$ cat config.mk
export PLATFORM = sky130hd
export DESIGN_NAME = fifo_ctrl_sc
export DESIGN_NICKNAME = d
export VERILOG_FILES = /design/src/rtl/fifo_ctrl_sc_pkg.sv /design/src/rtl/fifo_ctrl_sc.sv
export SDC_FILE = /design/constraint.sdc
export NUM_CORES = 1
export LEC_CHECK = 0
export BUFFER_PORTS_ARGS = -buffer_cell sky130_fd_sc_hd__buf_2
export CORE_MARGIN = 2
export CORE_UTILIZATION = 35
export DETAILED_ROUTE_END_ITERATION = 10
export PLACE_DENSITY = 0.82
export SYNTH_ARGS = -nofsm -noshare
export SYNTH_HDL_FRONTEND = slang
export SYNTH_SLANG_ARGS = --single-unit
$ cat constraint.sdc
create_clock -name ck -period 2.35 [get_ports ck]
set_clock_uncertainty 0.05 [all_clocks]
set_input_delay 0 -clock ck [delete_from_list [all_inputs] [get_ports ck]]
set_output_delay 0 -clock ck [all_outputs]
set_load 0.05 [all_outputs]
$ cat src/rtl/fifo_ctrl_sc_pkg.sv
// fifo_ctrl_sc_pkg: shared types for the single-clock FIFO controller.
// Revision: 1.0
`default_nettype none

package fifo_ctrl_sc_pkg;

  // Accepted-operation code: {push_acc, pop_acc}
  typedef enum logic [1:0] {
    OP_IDLE = 2'b00,
    OP_POP  = 2'b01,
    OP_PUSH = 2'b10,
    OP_BOTH = 2'b11
  } fifo_op_t;

endpackage

`default_nettype wire

$ cat src/rtl/fifo_ctrl_sc.sv
// fifo_ctrl_sc: pointer/count controller for an external RAM, first-word-fall-through.
// Revision: 1.0
`default_nettype none

module fifo_ctrl_sc
  import fifo_ctrl_sc_pkg::*;
#(
  parameter int aw     = 2,
  parameter int dw     = 8,
  parameter int af_lvl = 3,
  parameter int ae_lvl = 1
) (
  input  logic          ck,
  input  logic          rst,
  input  logic          flush,
  input  logic          push,
  input  logic [dw-1:0] din,
  input  logic          pop,
  output logic [dw-1:0] dout,
  output logic          full,
  output logic          empty,
  output logic          afull,
  output logic          aempty,
  output logic [aw:0]   count,
  output logic          ovf,
  output logic          unf,
  input  logic          clr_err,
  output logic          ram_wr,
  output logic [aw-1:0] ram_wa,
  output logic [dw-1:0] ram_di,
  output logic          ram_rd,
  output logic [aw-1:0] ram_ra,
  input  logic [dw-1:0] ram_dq
);

  localparam logic [aw:0] DEPTH = {1'b1, {aw{1'b0}}};

  logic [aw-1:0] wp;
  logic [aw-1:0] rp;
  logic [aw:0]   cnt;
  logic          push_acc;
  logic          pop_acc;
  logic          ovf_set;
  logic          unf_set;
  fifo_op_t      op;

  // Status flags depend on cnt alone, so they track the post-edge occupancy.
  assign full   = (cnt == DEPTH);
  assign empty  = (cnt == '0);
  assign afull  = (32'(cnt) >= 32'(af_lvl));
  assign aempty = (32'(cnt) <= 32'(ae_lvl));
  assign count  = cnt;

  always_comb begin
    pop_acc  = 1'b0;
    push_acc = 1'b0;
    ovf_set  = 1'b0;
    unf_set  = 1'b0;
    if (!rst && !flush) begin
      pop_acc  = pop && !empty;
      // A pop while full frees the slot the simultaneous push writes into.
      push_acc = push && (!full || pop_acc);
      ovf_set  = push && full && !pop_acc;
      unf_set  = pop && empty;
    end
    op = fifo_op_t'({push_acc, pop_acc});
  end

  assign ram_wr = push_acc;
  assign ram_wa = wp;
  assign ram_di = din;
  assign ram_rd = pop_acc;
  assign ram_ra = rp;
  assign dout   = ram_dq;

  always_ff @(posedge ck) begin
    if (rst || flush) begin
      wp  <= '0;
      rp  <= '0;
      cnt <= '0;
    end else begin
      if (push_acc) wp <= wp + 1'b1;
      if (pop_acc)  rp <= rp + 1'b1;
      case (op)
        OP_PUSH: cnt <= cnt + 1'b1;
        OP_POP:  cnt <= cnt - 1'b1;
        default: cnt <= cnt;
      endcase
    end
  end

  // A fresh error in the clearing cycle takes precedence over clr_err.
  always_ff @(posedge ck) begin
    if (rst) begin
      ovf <= 1'b0;
      unf <= 1'b0;
    end else begin
      ovf <= ovf_set || (ovf && !clr_err);
      unf <= unf_set || (unf && !clr_err);
    end
  end

endmodule

`default_nettype wire

==> After elaboration in Yosys (flattened, before gate mapping) <==
Index checks and enable logic that the tools add are counted.
{ "totals": {"reg_bits": 9, "latch_bits": 0, "mem_bits_rw": 0, "mem_bits_ro": 0, "input_bits": 22, "output_inout_bits": 31, "elab_cells": 39, "mem_count": 0} }
{ "classes": {"addsub": 4, "multipliers": 0, "div": 0, "magnitude_cmp": 2, "n_eq_ne": 3, "shifts": 0, "n_mux": 5, "n_bitwise": 0, "n_reduce_logical": 20} }
{ "op_table": {"columns": ["operator", "count"], "rows": [
  ["1-bit logical AND", 8],
  ["1-bit logical NOT", 6],
  ["3-bit one-hot mux with 2 select lines", 1],
  ["2-bit by 1-bit adder with 2-bit output, second input constant", 2],
  ["1-bit logical OR", 4],
  ["1-bit 2-to-1 mux", 4],
  ["3-bit by 1-bit adder with 3-bit output, second input constant", 1],
  ["3-bit equality test, second input constant", 1],
  ["3-bit by 2-bit >= comparator with 1-bit output, second input constant", 1],
  ["3-bit by 1-bit less-or-equal comparator with 1-bit output, second input constant", 1],
  ["3-bit logical NOT", 1],
  ["3-bit by 1-bit subtractor with 3-bit output, second input constant", 1],
  ["2-bit by 1-bit equality test with 1-bit output, second input constant", 1],
  ["2-bit equality test, second input constant", 1],
  ["2-bit nonzero test", 1]
]} }

==> Longest topological paths before layout <==
{ "logic_depth": {"ltp_word": 8, "ltp_mapped": 9, "ltp_nobuf": 9} }

==> Worst setup path before layout <==
No wires, ideal clock.
{ "synth_path": {"kind": "flip-flop to flip-flop", "start": "reg cnt[0] (netlist: count[0])", "end": "reg cnt[2] (netlist: count[2])", "setup_time_ps": 70, "arrival_time_ps": 3306, "path_slack_ps": -1076, "path_stages_with_launch": 10, "synth_period_minus_slack_ps": 3426, "path_cell_list": "dfxtp_1 > inv_1 > ha_1 > nand2b_4 > inv_2 > nor3_1 > ha_1 > nor3_1 > a31oi_1 > a21oi_1"} }
{ "synth_via": {"word_cells_on_any_way": 15} }
{ "synth_rtl": {"columns": ["element", "line", "text"], "rows": [
  ["start: declaration", "fifo_ctrl_sc.sv:40", "logic [aw:0] cnt;"],
  ["start signal: assignment", "fifo_ctrl_sc.sv:85", "OP_PUSH: cnt <= cnt + 1'b1;"],
  ["start signal: assignment", "fifo_ctrl_sc.sv:86", "OP_POP: cnt <= cnt - 1'b1;"],
  ["start signal: assignment", "fifo_ctrl_sc.sv:87", "default: cnt <= cnt;"],
  ["3-bit logical NOT *", "fifo_ctrl_sc.sv:49", "assign empty = (cnt == '0);"],
  ["net empty", "fifo_ctrl_sc.sv:21", "output logic empty,"],
  ["1-bit logical NOT *", "fifo_ctrl_sc.sv:60", "pop_acc = pop && !empty;"],
  ["1-bit logical AND *", "fifo_ctrl_sc.sv:60", null],
  ["1-bit 2-to-1 mux *", "fifo_ctrl_sc.sv:59", "if (!rst && !flush) begin"],
  ["net ram_rd", "fifo_ctrl_sc.sv:31", "output logic ram_rd,"],
  ["2-bit by 1-bit equality test with 1-bit output / 2-bit equality test (equally long branches)", "fifo_ctrl_sc.sv:84", "case (op)"],
  ["3-bit one-hot mux with 2 select lines / 2-bit nonzero test (equally long branches)", null, null]
]} }
The timed path passes the listed nets; every way through them passes the cells marked *.
A chain may end at the register's enable or synchronous reset.

==> Final worst setup path <==
{ "layout_path": {"start": "reg cnt[0] (netlist: count[0])", "end": "reg cnt[2] (netlist: count[2])"} }
{ "layout_via": {"elab_chain_cells": 8, "word_cells_on_any_way": 15} }
{ "layout_rtl": {"columns": ["element", "line", "text"], "rows": [
  ["3-bit logical NOT", "fifo_ctrl_sc.sv:49", null],
  ["1-bit logical NOT", "fifo_ctrl_sc.sv:60", null],
  ["1-bit logical AND", "fifo_ctrl_sc.sv:60", null],
  ["1-bit logical OR", "fifo_ctrl_sc.sv:62", "push_acc = push && (!full || pop_acc);"],
  ["1-bit logical AND", "fifo_ctrl_sc.sv:62", null],
  ["1-bit 2-to-1 mux", "fifo_ctrl_sc.sv:59", null],
  ["2-bit by 1-bit equality test with 1-bit output / 2-bit equality test (equally long branches)", "fifo_ctrl_sc.sv:84", null],
  ["3-bit one-hot mux with 2 select lines / 2-bit nonzero test (equally long branches)", null, null]
]} }
Several ways; a longest one is shown, not always the timed one.

==> summary.md <==
Yosys mapped a number of flops with a built-in enable equal to 0. The main combinational cell family by area after synthesis was buffers and inverters. The number of nets handed over by synthesis was 110.

Leakage power figure: 0.427 nW. The number of hold buffers added after CTS was 20. Routability-driven placement finished with a final weighted congestion of 0.788. In this run, CTS created clock tree buffers numbering 3.

The first global-routing pass estimated 2150 um of wire. The total routing usage reported by global routing is 0.137. Horizontal die dimension: 47.7 um.

The wire length on met3 came out at 146 um. The tools report the sort of element at the end of the critical path as a flop. STA classifies the critical path startpoint as a flop. The area share of the largest cell type after synthesis came out at 0.270.

For this run, design rule violations remaining after detail routing come to 0. The repair_antennas step left the layout with diodes totalling 0. The area used by sequential logic in the layout is 189 sq um, and the portion of total power attributed to combinational logic is 0.337.

Summed over all layers, the global routing overflow is 0. The worst-path cell with the longest stage delay was dfxtp_4. The share of synthesized cell area in full adder, half adder and majority cells came out at 0.113.

The biggest fanout along the worst timing path works out to 6. The number of endpoints failing setup at the final stage was 0; the number of nets with antenna violations after detailed routing was 0. The depth of the worst register-to-register path was 8. The first routing iteration left 2 violations.

The detailed placement HPWL was 1050 um; the number of H-tree levels was 1. The power density of the placed cells is 449 nW/um^2. Number of hold violations in the final report: 0. The worst hold path terminates at ram_wa[1]. In this run the mean area of a mapped cell was 8.13 sq um. The clock slew at the register clock pins of the worst setup and hold paths works out to 0.07 ns. Sequential share of power: 0.371.

The initial antenna violation count was 0. The routed via count divided by cell count was 4.55; the fraction of the cycle the final worst path needs was 0.893. The clock latency on the worst-skew pair was 0.26 ns; the core area was 1760 sq um. In this run the post-CTS setup repair buffer count came out at 0. The number of global-route vias before repair was 547.

The tools report the number of warnings issued by yosys as 0. TritonCTS built the clock tree. The worst slew slack as a fraction of its limit was 0.665.

The maximum frequency from static timing analysis is 476 MHz. At the pin with the least slew margin, the transition time is 0.500 ns. The synthesized design contains 9 register bits. The run finished with clean final reports. In this run, post-CTS repair resized a total of 0 instances. Category of cells accounting for the largest share of critical-path delay: simple AND/OR/NAND/NOR gates. Setup repair after global routing left no endpoint under its margin. Site row count: 15. The area growth from synthesis to layout is 40.7%.

The number of nets in the layout is 139. For this block, wires on met1 add up to 585 um. Summed over all layers, the routed wires come to 1490 um. The vertical die dimension is 47.7 um. The critical path is of the flop to flop type. The netlist area before placement was 667 sq um; the ratio of cells with drive above 1 in the final layout was 0.309. Switching portion of total power: 0.380. The initial standard-cell utilization of the core was 0.378; the detail-routed net length per standard cell was 11.1 um. The arrival time at the worst endpoint came out at 2.20 ns. dfxtp_1 takes more of the synthesized area than any other cell. The final core area utilization came out at 0.532.

The worst-case IR drop observed on VDD is 0.225 mV. The worst register-to-register path begins at count[0]. The critical path goes through inv_1 -> ha_1 -> and3b_2 -> or3_1 -> ha_4 -> nor2_1 -> a31oi_1 -> a21oi_1.

The first-pass iteration count of the detailed router is 3, and the number of sinks driven by the clock tree is 9. Ranked by total cell area, the synthesized netlist is headed by dfxtp_1, buf_4, ha_1. The run gives 0 as the count of pins over their slew limit.

The tree is rooted in a clkbuf_4. The part of the Yosys area used for sequential elements is 0.270, and the number of cells traversed by the worst hold path is 4. The number of top-level pins is 53. The worst hold path class is primary input to flop.

The count of different cell masters after synthesis is 27, and the portion of netlist area occupied by mux cells is 0. The die covers 2270 sq um. The internal power of the cells was 0.262 mW; the number of filler instances in the final layout was 180.

The count of max-cap constraint violations is 0, and the net switching power is 0.160 mW. The post-synthesis xor/xnor area fraction was 0.0263; the endpoint required time on the critical path was 2.45 ns. The total negative slack for setup checks came out at 0 ns. The worst-case clock buffer depth came out at 2. The run gives 11 as the largest net degree at the start of global routing.

The run gives 0.25 ns as the slack of the worst reg-to-reg path. The async set-or-reset flop fraction in the synthesized netlist works out to 0. Buffers placed on the I/O ports in this run total 20. The tools report the endpoint of the most critical register-to-register path as count[2]. Worst path buffer plus inverter count: 1. The worst hold path begins at push. Proportion of power drawn by the clock network: 0.292. The clock period could shrink to 2.10 ns.

Routed wire length on met2: 735 um. The detailed router used layers up to and including met4. For this run, the slowest stage of the critical path takes 0.37 ns. The simple-gate area share of the yosys netlist is 0.212, and the compound-gate portion of the synthesized area is 0.129. The detailed router placed 614 vias in this run. In the final layout, the multi-input gates occupy 344 sq um.

The dominant synthesized flop cell was dfxtp_1. Counting every instance in the synthesized netlist gives 82.
state kept, by name, indices dropped and copies added (netlist names):
signal and cells:
count 3, ovf 1, ram_ra 2, ram_wa 2, unf 1
stage by stage:
stage / instances / power, mW / setup WS, ns / instance area, sq um / hold WS [ns]
after global routing: 135 / 0.439 / 0.113 / 938 / 0.0865
after detailed placement: 110 / 0.223 / 0.250 / 702 / -0.0497
after floorplan: 82 / 0.279 / 0.0296 / 699 / 0.0191
after global placement: 110 / 0.221 / 0.329 / 702 / -0.0497
final: 135 / 0.422 / 0.251 / 938 / 0.0474
after CTS: 134 / 0.420 / 0.246 / 928 / 0.000244
placed cells by master, fill, tap and decap left out, types with 2 or more instances in the layout:
cell           count
o21ai_0            5
xor2_1             2
clkbuf_4           3
buf_2             20
nand2b_1           2
dfxtp_4            2
nor2_1             5
dlygate4sd3_1     21
ha_1               5
a21oi_1            8
dfxtp_1            6
or3_1              4
inv_1              7
Yosys cell counts (2+ instances only):
master / number
inv_1: 7
or3_1: 4
buf_4: 16
ha_1: 6
nor2_1: 5
a21oi_1: 8
nand2b_1: 2
nor3_1: 2
dfxtp_1: 9
o21ai_0: 5
xor2_1: 2
worst max path at each step:
stage | startpoint | to | cells after the start
after global placement | count[0] | count[2] | 8
final | count[0] | count[2] | 8
after floorplan | count[0] | count[2] | 9
after detailed placement | count[0] | count[2] | 8
after global routing | count[0] | count[2] | 8
after CTS | count[0] | count[2] | 8
power groups by stage:
stage / sequential (mW) / clock [mW] / combinational, mW
3_3_place_gp: 0.160 / 0 / 0.0611
4_1_cts: 0.156 / 0.123 / 0.141
6_report: 0.156 / 0.123 / 0.142
2_1_floorplan: 0.171 / 0 / 0.108
5_1_grt: 0.157 / 0.133 / 0.150
3_5_place_dp: 0.160 / 0 / 0.0626
per-layer routing:
layer / up-vias / GRT usage
met1: 263 / 0.135
met4: 0 / 0.0811
met5: - / 0
met3: 4 / 0.0377
met2: 32 / 0.254
li1: 315 / -
cell type report:
cell class	count	share of cell area
Clock buffer	4	0.0280
Inverter	8	0.0320
Multi-Input combinational cell	47	0.367
Sequential cell	9	0.201
Tap cell	25	0.0333
Timing Repair Buffer	42	0.339
tightest hold or removal path, delay by kind of cell:
kind                   cells  cell delay (ns)
AOI/OAI and AO/OA          1             0.05
buffers and inverters      1             0.11
and+or+nand+nor            2             0.15
cell families (layout without fill, tap and decap cells):
kind of cell / Yosys count / count (layout)
buffers and inverters: 26 / 54
and+or+nand+nor: 23 / 23
AOI/OAI and AO/OA: 16 / 16
DFF: 9 / 9
adders and majority gates: 6 / 6
xor gates and xnor gates: 2 / 2
Note: power is estimated with default switching activity, not from simulation.
